[src/rtl/uart_rx_param.sv]
`timescale 1ns/1ps
// uart_rx_param: parametrised UART receiver (data width, parity, stop bits,
// oversampling) with valid/ack word handshake and parity/framing/overrun flags.
// Optional build macro UART_RX_MAJORITY_EN: 2-of-3 majority vote per bit
// around mid-bit instead of a single mid-bit sample.
module uart_rx_param #(
    parameter int CLKS_PER_TICK = 325,
    parameter int OVERSAMPLE    = 16,
    parameter int DATA_BITS     = 8,
    parameter int PARITY        = 0,
    parameter int STOP_BITS     = 1
) (
    input  logic                 clk,
    input  logic                 rst,
    input  logic                 rx,
    output logic [DATA_BITS-1:0] data,
    output logic                 data_valid,
    input  logic                 data_ack,
    output logic                 parity_err,
    output logic                 frame_err,
    output logic                 overrun_err,
    output logic                 busy
);
    localparam int SW = $clog2(OVERSAMPLE);
    localparam int M  = OVERSAMPLE / 2;
    localparam logic [15:0]   TICK_LAST = 16'(CLKS_PER_TICK - 1);
    localparam logic [SW-1:0] SAMP_LAST = SW'(OVERSAMPLE - 1);
`ifdef UART_RX_MAJORITY_EN
    localparam logic [SW-1:0] START_DEC = SW'(M);
`else
    localparam logic [SW-1:0] START_DEC = SW'(M - 1);
`endif
    localparam logic [3:0] DATA_LAST = 4'(DATA_BITS - 1);
    localparam logic [3:0] STOP_LAST = 4'(STOP_BITS - 1);
    localparam logic       PAR_ODD   = (PARITY == 1);

    typedef enum logic [2:0] {S_IDLE, S_START, S_DATA, S_PARITY, S_STOP} state_t;
    state_t state_q, state_d;

    logic                 rx_meta_q, rxs_q, rxs_prev_q;
    logic [15:0]          tick_cnt_q;
    logic [SW-1:0]        samp_cnt_q;
    logic [3:0]           bit_cnt_q;
    logic [DATA_BITS-1:0] shift_q;
    logic                 perr_q, ferr_q, done_q;
    logic [DATA_BITS-1:0] data_q, data_d;
    logic                 valid_q, valid_d, pe_q, pe_d, fe_q, fe_d, ovr_q, ovr_d;
    logic                 busy_c, frame_end;
    logic                 tick, start_edge, start_dec, bit_tick, bit_val;

    assign tick       = (tick_cnt_q == TICK_LAST);
    assign start_edge = (state_q == S_IDLE) && rxs_prev_q && !rxs_q;
    assign start_dec  = tick && (samp_cnt_q == START_DEC);
    assign bit_tick   = tick && (samp_cnt_q == SAMP_LAST);

`ifdef UART_RX_MAJORITY_EN
    logic [1:0] hist_q;
    // Two previous tick samples; with the current one they form the vote window
    always_ff @(posedge clk) begin
        if (rst)       hist_q <= 2'b11;
        else if (tick) hist_q <= {hist_q[0], rxs_q};
    end
    assign bit_val = (hist_q[1] & hist_q[0]) | (hist_q[1] & rxs_q) | (hist_q[0] & rxs_q);
`else
    assign bit_val = rxs_q;
`endif

    // Two-flop synchroniser plus edge-detect history, preset idle-high
    always_ff @(posedge clk) begin
        if (rst) begin
            rx_meta_q  <= 1'b1;
            rxs_q      <= 1'b1;
            rxs_prev_q <= 1'b1;
        end else begin
            rx_meta_q  <= rx;
            rxs_q      <= rx_meta_q;
            rxs_prev_q <= rxs_q;
        end
    end

    // Tick and sample counters, realigned to the start edge of each frame
    always_ff @(posedge clk) begin
        if (rst || start_edge) begin
            tick_cnt_q <= '0;
            samp_cnt_q <= '0;
        end else begin
            tick_cnt_q <= tick ? 16'd0 : tick_cnt_q + 16'd1;
            if (state_q == S_START && start_dec)
                samp_cnt_q <= '0;
            else if (tick)
                samp_cnt_q <= (samp_cnt_q == SAMP_LAST) ? '0 : samp_cnt_q + SW'(1);
        end
    end

    // Bit counter restarts whenever the FSM changes phase
    always_ff @(posedge clk) begin
        if (rst)                     bit_cnt_q <= '0;
        else if (state_d != state_q) bit_cnt_q <= '0;
        else if (bit_tick)           bit_cnt_q <= bit_cnt_q + 4'd1;
    end

    // FSM state register
    always_ff @(posedge clk) begin
        if (rst) state_q <= S_IDLE;
        else     state_q <= state_d;
    end

    // FSM next-state logic
    always_comb begin
        state_d = state_q;
        case (state_q)
            S_IDLE:   if (start_edge) state_d = S_START;
            S_START:  if (start_dec) state_d = bit_val ? S_IDLE : S_DATA;
            S_DATA:   if (bit_tick && bit_cnt_q == DATA_LAST)
                          state_d = (PARITY != 0) ? S_PARITY : S_STOP;
            S_PARITY: if (bit_tick) state_d = S_STOP;
            S_STOP:   if (bit_tick && bit_cnt_q == STOP_LAST) state_d = S_IDLE;
            default:  state_d = S_IDLE;
        endcase
    end

    // FSM outputs: busy flag and last-stop-sample strobe
    always_comb begin
        busy_c    = (state_q != S_IDLE);
        frame_end = (state_q == S_STOP) && bit_tick && (bit_cnt_q == STOP_LAST);
    end

    // Per-frame shift register and error accumulators
    always_ff @(posedge clk) begin
        if (rst) begin
            shift_q <= '0;
            perr_q  <= 1'b0;
            ferr_q  <= 1'b0;
            done_q  <= 1'b0;
        end else begin
            done_q <= frame_end;
            case (state_q)
                S_START:  if (start_dec) begin
                              perr_q <= 1'b0;
                              ferr_q <= 1'b0;
                          end
                S_DATA:   if (bit_tick) shift_q <= {bit_val, shift_q[DATA_BITS-1:1]};
                S_PARITY: if (bit_tick) perr_q <= (((^shift_q) ^ bit_val) != PAR_ODD);
                S_STOP:   if (bit_tick && !bit_val) ferr_q <= 1'b1;
                default:  ;
            endcase
        end
    end

    // Handshake: ack clears the held word; completion loads it or flags overrun
    always_comb begin
        data_d  = data_q;
        valid_d = valid_q;
        pe_d    = pe_q;
        fe_d    = fe_q;
        ovr_d   = ovr_q;
        if (data_ack && valid_q) begin
            valid_d = 1'b0;
            pe_d    = 1'b0;
            fe_d    = 1'b0;
            ovr_d   = 1'b0;
        end
        if (done_q) begin
            if (!valid_q || data_ack) begin
                data_d  = shift_q;
                valid_d = 1'b1;
                pe_d    = perr_q;
                fe_d    = ferr_q;
            end else begin
                ovr_d = 1'b1;
            end
        end
    end

    // Output word and flag registers
    always_ff @(posedge clk) begin
        if (rst) begin
            data_q  <= '0;
            valid_q <= 1'b0;
            pe_q    <= 1'b0;
            fe_q    <= 1'b0;
            ovr_q   <= 1'b0;
        end else begin
            data_q  <= data_d;
            valid_q <= valid_d;
            pe_q    <= pe_d;
            fe_q    <= fe_d;
            ovr_q   <= ovr_d;
        end
    end

    assign data        = data_q;
    assign data_valid  = valid_q;
    assign parity_err  = pe_q;
    assign frame_err   = fe_q;
    assign overrun_err = ovr_q;
    assign busy        = busy_c;
endmodule

[config.mk]
export PLATFORM = sky130hd
export DESIGN_NAME = uart_rx_param
export DESIGN_NICKNAME = d
export VERILOG_FILES = /design/src/rtl/uart_rx_param.sv
export SDC_FILE = /design/constraint.sdc
export NUM_CORES = 1
export LEC_CHECK = 0
export BUFFER_PORTS_ARGS = -buffer_cell sky130_fd_sc_hd__buf_4
export CAP_MARGIN = 10
export CORE_MARGIN = 2
export CORE_UTILIZATION = 50
export DETAILED_ROUTE_END_ITERATION = 7
export PLACE_DENSITY = 0.75
export SLEW_MARGIN = 20
export SYNTH_ARGS = -nofsm -noshare
export SYNTH_HDL_FRONTEND = slang
export SYNTH_SLANG_ARGS = --single-unit
[constraint.sdc]
create_clock -name clk -period 1.85 [get_ports clk]
set_clock_uncertainty 0.1 [all_clocks]
set_input_delay 0.0925 -clock clk [delete_from_list [all_inputs] [get_ports clk]]
set_output_delay 0.0925 -clock clk [all_outputs]
set_load 0.02 [all_outputs]
==> out/qor.csv, run 1 <==
metric,value,unit
drt_first_iter_violations,129,
outcome,"finished, violations left",
internal_power,1470,uW
die_y,72.8,um
place_inst,354,
clk_root_buffer_cell,sky130_fd_sc_hd__clkbuf_8,
yosys.cell_types.count,38,
synth_cells,267,
yosysTopAreaCell,sky130_fd_sc_hd__dfxtp_1,
comb_power_share,4.7,%
grt_start_max_net_pins,32,
clock-sinks,53,
synth_sequential_area_ratio,44.8,%
async_reset_ff_share,0,%
clk_path_buf_depth,2,
final_max_slew_viol_count,0,
ant_nets,0,
worst_hold_slack,0.0487,ns
maxClockFrequency,0.528,GHz
wl_per_cell,12.6,um
first_global_vias,1753,
cp.required,1.99,ns
drc,0,
sequential_group_share_of_total_power,60.2,%
wire_length_of_the_first_global_routing_pass,7.99,mm
max_cap_viol_count,0,
area_growth,21.9,%
place.port_buffers,16,
p_leak,0.00108,uW
setup_viol,4,
clock_transition_at_the_registers_of_the_reported_paths,0.10,ns
power_frac_clock,35.1,%
rows,25,
vdd_drop_max,372,uV
setup-tns-final,-0.102,ns
synthesis.area,2370,um^2
power.net_switching,455,uW
netlist_top_cells_area,"sky130_fd_sc_hd__dfxtp_1 45%, sky130_fd_sc_hd__nor2_1 6.8%, sky130_fd_sc_hd__xnor2_1 5.5%, sky130_fd_sc_hd__a21oi_1 4.0%, sky130_fd_sc_hd__nand3_1 4.0%",
critPathMaxStageDelay,0.44,ns
grt_antenna_before_repair,0,
synth.yosys.warnings,0,
synth_edf_count,0,
number_of_nets_at_the_end_of_the_flow,319,
via_per_inst,5.39,
switching_share,23.6,%
tritoncts_buffer_count,5,
die-area,5300,um^2
clkLatencyLatePin,0.31,ns
worstMarginPinSlew,0.351,ns
synth.avg_cell_area,8.87,um^2
dp.final_hpwl,3.40,mm
finalHoldViolations,0,
global_route.usage.total,19.0,%
num_io_pins,17,
fin_crit,1.89,ns
die_width,72.8,um
dominant_synthesized_flop_cell,sky130_fd_sc_hd__dfxtp_1,
worst_hold_path_type,input port to flop,
initial_core_util,51.1,%
crit_buf_inv,1,
slowest_stage,sky130_fd_sc_hd__or4_4,
violations,setup timing,
arr_time_crit_path,2.03,ns
post-route-worst-setup-slack,-0.0438,ns
wirelength,4.62,mm
worst_slew_margin_rel,76.6,%
critical_path_end_type,flop,
critPathKind,flop to flop,
startpoint_type,flop,
ctsHtreeMaxLevel,2,
final_cell_count_without_fillers,365,
rsz_0062_raised_after_global_routing,yes,
power_per_unit_of_standard_cell_area,667,nW/um^2
power_total,1920,uW
cts_tree,built,
worstPathMaxFanout,3,
period_share,102,%
drive_gt1_share,23.2,%
dp_worst_setup_slack,-0.0183,ns
globalplace.congestion,0.821,
diodes_inserted,0,
detailed_router_iteration_count_before_antenna_repair,4,
syn_nets,276,
family_with_the_most_delay_on_the_worst_path,simple AND/OR/NAND/NOR gates,
timing.critical_path.cells,inv_2 > ha_2 > and4bb_2 > nand4_4 > or4_4 > o22a_1 > a211oi_2,
routed-via-count,1967,
synth_seq_cells,53,
global_route.overflow_total,0,
fp.coreArea,4630,um^2
synth_top_area_share,44.8,%
## routing by layer
| metal | vias to the layer above | wire length, um | track usage [%] |
|---|---|---|---|
| met4 | 0 | 65 | 6.17 |
| met2 | 51 | 2210 | 31.4 |
| met5 | - | 0 | 0 |
| li1 | 998 | - | - |
| met3 | 7 | 187 | 3.73 |
| met1 | 911 | 2160 | 25.0 |
## layout by cell type (no fill, tap or decap), types with 4 or more instances in the layout
cell type / Yosys / layout
sky130_fd_sc_hd__a21oi_1: 19 / 19
sky130_fd_sc_hd__xor2_1: 9 / 9
sky130_fd_sc_hd__and3_1: 5 / 5
sky130_fd_sc_hd__buf_4: 0 / 40
sky130_fd_sc_hd__mux2i_1: 8 / 8
sky130_fd_sc_hd__xnor2_1: 15 / 15
sky130_fd_sc_hd__nand4_1: 4 / 4
sky130_fd_sc_hd__ha_1: 5 / 4
sky130_fd_sc_hd__or2_2: 5 / 5
sky130_fd_sc_hd__dfxtp_1: 53 / 51
sky130_fd_sc_hd__nand3_1: 19 / 19
sky130_fd_sc_hd__nand2_1: 22 / 21
sky130_fd_sc_hd__clkbuf_8: 0 / 5
sky130_fd_sc_hd__nor3_1: 6 / 5
sky130_fd_sc_hd__o21ai_0: 4 / 4
sky130_fd_sc_hd__inv_1: 10 / 8
sky130_fd_sc_hd__nor2_1: 43 / 42
## what timing repair did
item	in CTS	in global routing
resized for setup	0	9
hold buffers	2	0
endpoints found under the hold margin	2	0
setup buffers	0	1
endpoints found under the setup margin	3	20
pin swaps	1	2
## per-stage QoR
stage	instance area (um^2)	utilization (%)
global placement	2750	59.3
CTS	2860	61.8
detailed placement	2750	59.3
global route	2890	62.3
floorplan	2370	-
finish	2890	62.3
## final cells by class
class	count	area (um^2)
Clock buffer	5	68.8
Sequential cell	53	1060
Fill cell	406	1740
Inverter	10	37.5
Tap cell	54	67.6
Clock inverter	3	25.0
Multi-Input combinational cell	195	1250
Timing Repair Buffer	45	372
## sequential cells by signal, summed over array words and instances (netlist names)
register and flops:
ferr_q 1, bit_val 1, tick_cnt_q 16, state_q 3, rxs_prev_q 1, perr_q 1
shift_q 8, bit_cnt_q 4, done_q 1, frame_err 1, samp_cnt_q 4, data_valid 1
data 8, rx_meta_q 1, overrun_err 1, parity_err 1
## worst reg2reg max path, cell delays in order (launching register included)
cell and delay [ns]:
sky130_fd_sc_hd__dfxtp_2 0.34, sky130_fd_sc_hd__inv_2 0.04, sky130_fd_sc_hd__ha_2 0.14, sky130_fd_sc_hd__and4bb_2 0.26, sky130_fd_sc_hd__nand4_4 0.11, sky130_fd_sc_hd__or4_4 0.44, sky130_fd_sc_hd__o22a_1 0.22, sky130_fd_sc_hd__a211oi_2 0.19
## power by group through the flow
stage	clock network, uW	registers, uW	logic, uW
3_5_place_dp	0	1180	82.5
2_1_floorplan	0	1180	46.9
4_1_cts	693	1160	86.7
3_3_place_gp	0	1180	83.2
5_1_grt	745	1160	98.4
6_report	676	1160	90.0
## cell usage after synthesis, types with 2 or more instances
cell                       count
sky130_fd_sc_hd__nand2b_1      3
sky130_fd_sc_hd__a21oi_1      19
sky130_fd_sc_hd__and4_1        2
sky130_fd_sc_hd__dfxtp_1      53
sky130_fd_sc_hd__o21ai_0       4
sky130_fd_sc_hd__nor2b_1       2
sky130_fd_sc_hd__nand3_1      19
sky130_fd_sc_hd__nor4_4        2
sky130_fd_sc_hd__nand4_1       4
sky130_fd_sc_hd__xnor2_1      15
sky130_fd_sc_hd__clkbuf_1      8
sky130_fd_sc_hd__nor3_1        6
sky130_fd_sc_hd__or4_1         2
sky130_fd_sc_hd__a211oi_1      3
sky130_fd_sc_hd__ha_1          5
sky130_fd_sc_hd__a32oi_1       2
sky130_fd_sc_hd__and4bb_1      2
sky130_fd_sc_hd__nand2_1      22
sky130_fd_sc_hd__mux2i_1       8
sky130_fd_sc_hd__and3_1        5
sky130_fd_sc_hd__or2_2         5
sky130_fd_sc_hd__inv_1        10
sky130_fd_sc_hd__xor2_1        9
sky130_fd_sc_hd__nor2_1       43
## cell families (layout without fill, tap and decap cells)
| family | after synthesis | in the layout | share of synthesized area [%] |
|---|---|---|---|
| XOR/XNOR | 25 | 25 | 9.83 |
| buffers and inverters | 19 | 63 | 3.01 |
| flip-flops | 53 | 53 | 44.8 |
| AND/OR/NAND/NOR | 121 | 121 | 26.8 |
| AO/OA/AOI/OAI | 36 | 36 | 9.51 |
| adder cells (fa/ha/maj) | 5 | 5 | 2.64 |
| multiplexers | 8 | 8 | 3.38 |
## worst paths after layout
path	from	to	slack [ns]	depth (start not counted)
max	tick_cnt_q[0]	state_q[1]	-0.04	7
min	rst	shift_q[1]	0.05	2
max reg2reg	tick_cnt_q[0]	state_q[1]	-0.04	7
min reg2reg	rx_meta_q	bit_val	0.32	1
Power figures use the tool's default switching activity.
==> run 2: changes to the inputs <==
--- a/config.mk
+++ b/config.mk
@@ -10,6 +10,7 @@
 export CORE_MARGIN = 2
 export CORE_UTILIZATION = 50
 export DETAILED_ROUTE_END_ITERATION = 7
+export MAX_ROUTING_LAYER = met4
 export PLACE_DENSITY = 0.75
 export SLEW_MARGIN = 20
 export SYNTH_ARGS = -nofsm -noshare
==> run 2 against run 1 <==
  * The flow still finishes with violations (setup timing)
  * Routed wire length is 0.30% lower
  * Maximum frequency hardly changed
  * Combinational power hardly changed
  * Critical path type unchanged
==> out/qor.csv, run 2 (synthesis results as in run 1) <==
metric,value,unit
clock-sinks,53,
critPathKind,flop to flop,
final_max_slew_viol_count,0,
grt_start_max_net_pins,32,
register_area,1060,um^2
outcome,"finished, violations left",
maxClockFrequency,0.528,GHz
finalHoldViolations,0,
power_per_unit_of_standard_cell_area,666,nW/um^2
slowest_stage,sky130_fd_sc_hd__or4_4,
worst_slew_margin_rel,76.2,%
setup_viol,4,
ctsHtreeMaxLevel,2,
top_register,tick_cnt_q,
fin_crit,1.89,ns
fillCellCount,406,
dp_worst_setup_slack,-0.0183,ns
groute.layer.met2.usage,31.4,%
global_route.usage.total,19.6,%
clk_path_buf_depth,2,
period_share,102,%
clk_root_buffer_cell,sky130_fd_sc_hd__clkbuf_8,
wire_length_of_the_first_global_routing_pass,7.99,mm
timing.critical_path.cells,inv_2 > ha_2 > and4bb_2 > nand4_4 > or4_4 > o22a_1 > a211oi_2,
die_width,72.8,um
worstPathMaxFanout,3,
arr_time_crit_path,2.03,ns
ant_nets,0,
wirelength,4.60,mm
cts_tree,built,
critical_path_end_type,flop,
cp.required,1.99,ns
clock_transition_at_the_registers_of_the_reported_paths,0.10,ns
first_global_vias,1750,
drt_first_iter_violations,136,
largest_register_ffs,16,
number_of_nets_at_the_end_of_the_flow,319,
routed-via-count,1941,
die_y,72.8,um
met3_usage,3.73,%
area_growth,21.9,%
busiest_layer,met2,
initial_core_util,51.1,%
r2r_setup_slk,-0.04,ns
crit_buf_inv,1,
vdd_drop_max,371,uV
wl_per_cell,12.6,um
globalplace.congestion,0.833,
grt_antenna_before_repair,0,
worst_hold_path_type,input port to flop,
place.port_buffers,16,
gr-usage-met1,25.0,%
violations,setup timing,
fp.coreArea,4630,um^2
diodes_inserted,0,
family_with_the_most_delay_on_the_worst_path,simple AND/OR/NAND/NOR gates,
multi_input_comb_area,1250,um^2
power_total,1920,uW
startpoint_type,flop,
clkLatencyLatePin,0.31,ns
dp.final_hpwl,3.40,mm
detailed_router_iteration_count_before_antenna_repair,4,
post-route-worst-setup-slack,-0.0439,ns
rows,25,
tritoncts_buffer_count,5,
worstMarginPinSlew,0.357,ns
max_cap_viol_count,0,
drive_gt1_share,23.2,%
mostFrequentLayoutCells,"51 x sky130_fd_sc_hd__dfxtp_1, 42 x sky130_fd_sc_hd__nor2_1, 40 x sky130_fd_sc_hd__buf_4",
num_io_pins,17,
global_route.overflow_total,0,
rsz_0062_raised_after_global_routing,yes,
critPathMaxStageDelay,0.44,ns
die-area,5300,um^2
final_common_cell,sky130_fd_sc_hd__dfxtp_1,
drc,0,
p_leak,0.00108,uW
via_per_inst,5.32,
run 2: cell counts in the layout (fill, tap and decap cells not counted):
No cell type changed its count.
run 2: cell type report:
class                           count  area share [%]
Multi-Input combinational cell    195            43.4
Sequential cell                    53            36.9
Timing Repair Buffer               45            12.9
Clock buffer                        5            2.39
Tap cell                           54            2.34
Inverter                           10            1.30
Clock inverter                      3           0.867
run 2: routing by layer:
layer  share of wire, %  vias to the layer above
met5                  0                        -
met4                1.3                        0
met3                3.5                        7
met2                 48                       39
met1                 47                      896
li1                   -                      999
run 2: power breakdown:
group	internal [uW]	switching (uW)	total, uW
Clock	276	397	674
Sequential	1150	7.67	1160
Combinational	42.5	47.5	90.0
Total	1470	453	1920
run 2: stage by stage:
step | area [um^2] | hold slack, ns | setup TNS, ns | std cells | utilization, %
after detailed placement | 2750 | 0.194 | -0.0259 | 354 | 59.3
after global routing | 2890 | 0.0510 | -1.50 | 365 | 62.3
after global placement | 2750 | 0.188 | 0 | 354 | 59.3
after floorplan | 2370 | 0.0927 | -0.0353 | 267 | -
final | 2890 | 0.0496 | -0.103 | 365 | 62.3
after CTS | 2860 | 0.0470 | -0.0731 | 364 | 61.8
run 2: worst paths after layout:
check / from / end / cells after the start
setup / recovery: tick_cnt_q[0] / state_q[1] / 7
hold / removal: rst / shift_q[1] / 2
setup reg to reg: tick_cnt_q[0] / state_q[1] / 7
hold reg to reg: rx_meta_q / bit_val / 1
run 2: timing repair:
item,CTS,global route
hold buffers,2,0
endpoints found under the setup margin,3,20
resized for setup,0,9
cloned,0,0
endpoints found under the hold margin,2,0
pin swaps,1,2
setup buffers,0,1
==> run 3: changes to the inputs <==
--- a/config.mk
+++ b/config.mk
@@ -5,13 +5,14 @@
 export SDC_FILE = /design/constraint.sdc
 export NUM_CORES = 1
 export LEC_CHECK = 0
-export BUFFER_PORTS_ARGS = -buffer_cell sky130_fd_sc_hd__buf_4
 export CAP_MARGIN = 10
 export CORE_MARGIN = 2
 export CORE_UTILIZATION = 50
+export CTS_BUF_LIST = sky130_fd_sc_hd__clkbuf_4 sky130_fd_sc_hd__clkbuf_8 sky130_fd_sc_hd__clkbuf_16
 export DETAILED_ROUTE_END_ITERATION = 7
+export DONT_BUFFER_PORTS = 1
 export MAX_ROUTING_LAYER = met4
-export PLACE_DENSITY = 0.75
+export PLACE_DENSITY = 0.72
 export SLEW_MARGIN = 20
 export SYNTH_ARGS = -nofsm -noshare
 export SYNTH_HDL_FRONTEND = slang
==> run 3 against run 2 <==
  * The flow finishes with violations (hold timing)
  * Register-to-register slack improved by 0.06 ns
  * Utilization decreased by 0.62 points
  * Worst hold slack got worse by 0.31 ns
  * Sequential share of layout area increased by 0.37 points
  * Setup slack improved by 0.055 ns
  * Die area unchanged
  * Flip-flop and latch count unchanged
  * Routed wire length increased by 0.39%
  * Largest cell class unchanged
==> out/qor.csv, run 3 (synthesis results as in run 1) <==
metric,value,unit
detailed_router_iteration_count_before_antenna_repair,4,
crit_path_start,tick_cnt_q[0],
busiest_layer,met2,
power_frac_clock,34.8,%
detailed_place.area,2650,um^2
mostFrequentLayoutCells,"51 x sky130_fd_sc_hd__dfxtp_1, 42 x sky130_fd_sc_hd__nor2_1, 25 x sky130_fd_sc_hd__buf_4",
global_route.usage.total,20.0,%
critPathMaxStageDelay,0.38,ns
groute.layer.met2.usage,30.5,%
clk_path_buf_depth,2,
setup-tns-final,0,ns
critical_path.reg2reg.startpoint,tick_cnt_q[0],
sequential_group_share_of_total_power,61.0,%
wl_per_cell,12.9,um
drt_first_iter_violations,114,
routed-via-count,1935,
worst_hold_path_type,input port to flop,
worstMarginPinSlew,0.448,ns
switching_share,22.8,%
crit_path_end,bit_cnt_q[1],
wirelength,4.62,mm
internal_power,1460,uW
grt_start_max_net_pins,32,
area_growth,20.7,%
arr_time_crit_path,1.98,ns
place.port_buffers,0,
worst_slew_margin_rel,70.1,%
met3_usage,6.22,%
global_route.overflow_total,0,
violations,hold timing,
critical_path_end_type,flop,
via_per_inst,5.42,
final_area,2860,um^2
worstPathMaxFanout,5,
clk_root_buffer_cell,sky130_fd_sc_hd__clkbuf_8,
cts.hold.buffers_added,7,
critPathKind,flop to flop,
power_total,1900,uW
clkLatencyLatePin,0.31,ns
cp.required,1.99,ns
ant_nets,0,
tritoncts_buffer_count,5,
power.net_switching,433,uW
number_of_nets_at_the_end_of_the_flow,311,
fin_crit,1.84,ns
die_width,72.8,um
timing.critical_path.cells,inv_1 > ha_1 > and4bb_2 > nand4_4 > buf_6 > buf_6 > o21ai_2 > a221o_1 > nor2_1,
family_with_the_most_delay_on_the_worst_path,simple AND/OR/NAND/NOR gates,
p_leak,0.00103,uW
wire_length_of_the_first_global_routing_pass,8.09,mm
rows,25,
power_per_unit_of_standard_cell_area,664,nW/um^2
hold_path.startpoint,rst,
hold_depth,1,
startpoint_type,flop,
top_register,tick_cnt_q,
gr-usage-met1,25.3,%
die_y,72.8,um
finalHoldViolations,27,
largest_register_ffs,16,
final_max_slew_viol_count,0,
worst_hold_slack,-0.257,ns
slowest_stage,sky130_fd_sc_hd__a221o_1,
fp.coreArea,4630,um^2
r2r_setup_slk,0.01,ns
first_global_vias,1828,
comb_power_share,4.2,%
maxClockFrequency,0.544,GHz
cpMostUsedCell,sky130_fd_sc_hd__buf_6,
reg2regPathDepth,9,
diodes_inserted,0,
setup_viol,0,
vdd_drop_max,482,uV
rsz_0062_raised_after_global_routing,yes,
period_share,99.4,%
final_common_cell,sky130_fd_sc_hd__dfxtp_1,
crit_buf_inv,3,
num_io_pins,17,
drc,0,
total_stage_count_of_the_critical_path,9,
clock-sinks,53,
cts_tree,built,
initial_core_util,51.1,%
dp.final_hpwl,3.23,mm
globalplace.congestion,0.881,
max_cap_viol_count,0,
outcome,"finished, violations left",
ctsHtreeMaxLevel,2,
die-area,5300,um^2
grt_antenna_before_repair,0,
fillCellCount,400,
reg2reg_to,bit_cnt_q[1],
drive_gt1_share,19.1,%
clock_transition_at_the_registers_of_the_reported_paths,0.10,ns
[run 3: cell types whose count changed in the layout (fill, tap and decap cells not counted), sizes merged]
cell         before  now
buf              43   30
clkinv            0    1
dlygate4sd3       2    7
inv              12   11
[run 3: worst min path at each step]
| stage | endpoint | slack, ns |
|---|---|---|
| floorplan | overrun_err | 0.09 |
| global placement | state_q[1] | 0.06 |
| finish | shift_q[0] | -0.26 |
| detailed placement | state_q[1] | 0.07 |
| CTS | data[5] | -0.27 |
| global route | data[5] | -0.29 |
[run 3: power groups by stage]
stage          Clock, uW  Combinational (uW)  Sequential, uW
6_report             661                78.9            1160
5_1_grt              748                87.3            1160
4_1_cts              687                77.2            1160
3_5_place_dp           0                69.3            1180
3_3_place_gp           0                68.8            1180
2_1_floorplan          0                46.9            1180
[run 3: metal layers]
| metal | part of all wire, % | up-vias |
|---|---|---|
| met4 | 2.1 | 0 |
| li1 | - | 991 |
| met1 | 47 | 898 |
| met3 | 3.4 | 8 |
| met2 | 48 | 38 |
| met5 | 0 | - |
[run 3: timing repair]
item,4_1_cts,5_1_grt
buffers inserted,0,1
pin swaps,1,8
endpoints found under the setup margin,14,19
endpoints found under the hold margin,35,28
gates resized for setup,1,11
[run 3: final cells by class]
class,instances,area (um^2),area share [%]
clock buffers,5,68.8,2.41
clock inverters,3,25.0,0.876
inverters,10,37.5,1.31
multi-input cells,195,1260,44.2
flip-flops and latches,53,1060,37.2
well taps,54,67.6,2.37
repair buffers,37,332,11.6
[run 3: metrics by stage]
| stage | utilization [%] | worst slack, ns | instances | hold WS (ns) |
|---|---|---|---|---|
| after floorplan | - | -0.0353 | 267 | 0.0927 |
| after global placement | 57.2 | 0.0197 | 341 | 0.0630 |
| after detailed placement | 57.2 | -0.0234 | 341 | 0.0668 |
| after CTS | 60.8 | -0.0361 | 356 | -0.273 |
| after global routing | 61.7 | -0.0736 | 357 | -0.295 |
| final | 61.7 | 0.0112 | 357 | -0.257 |
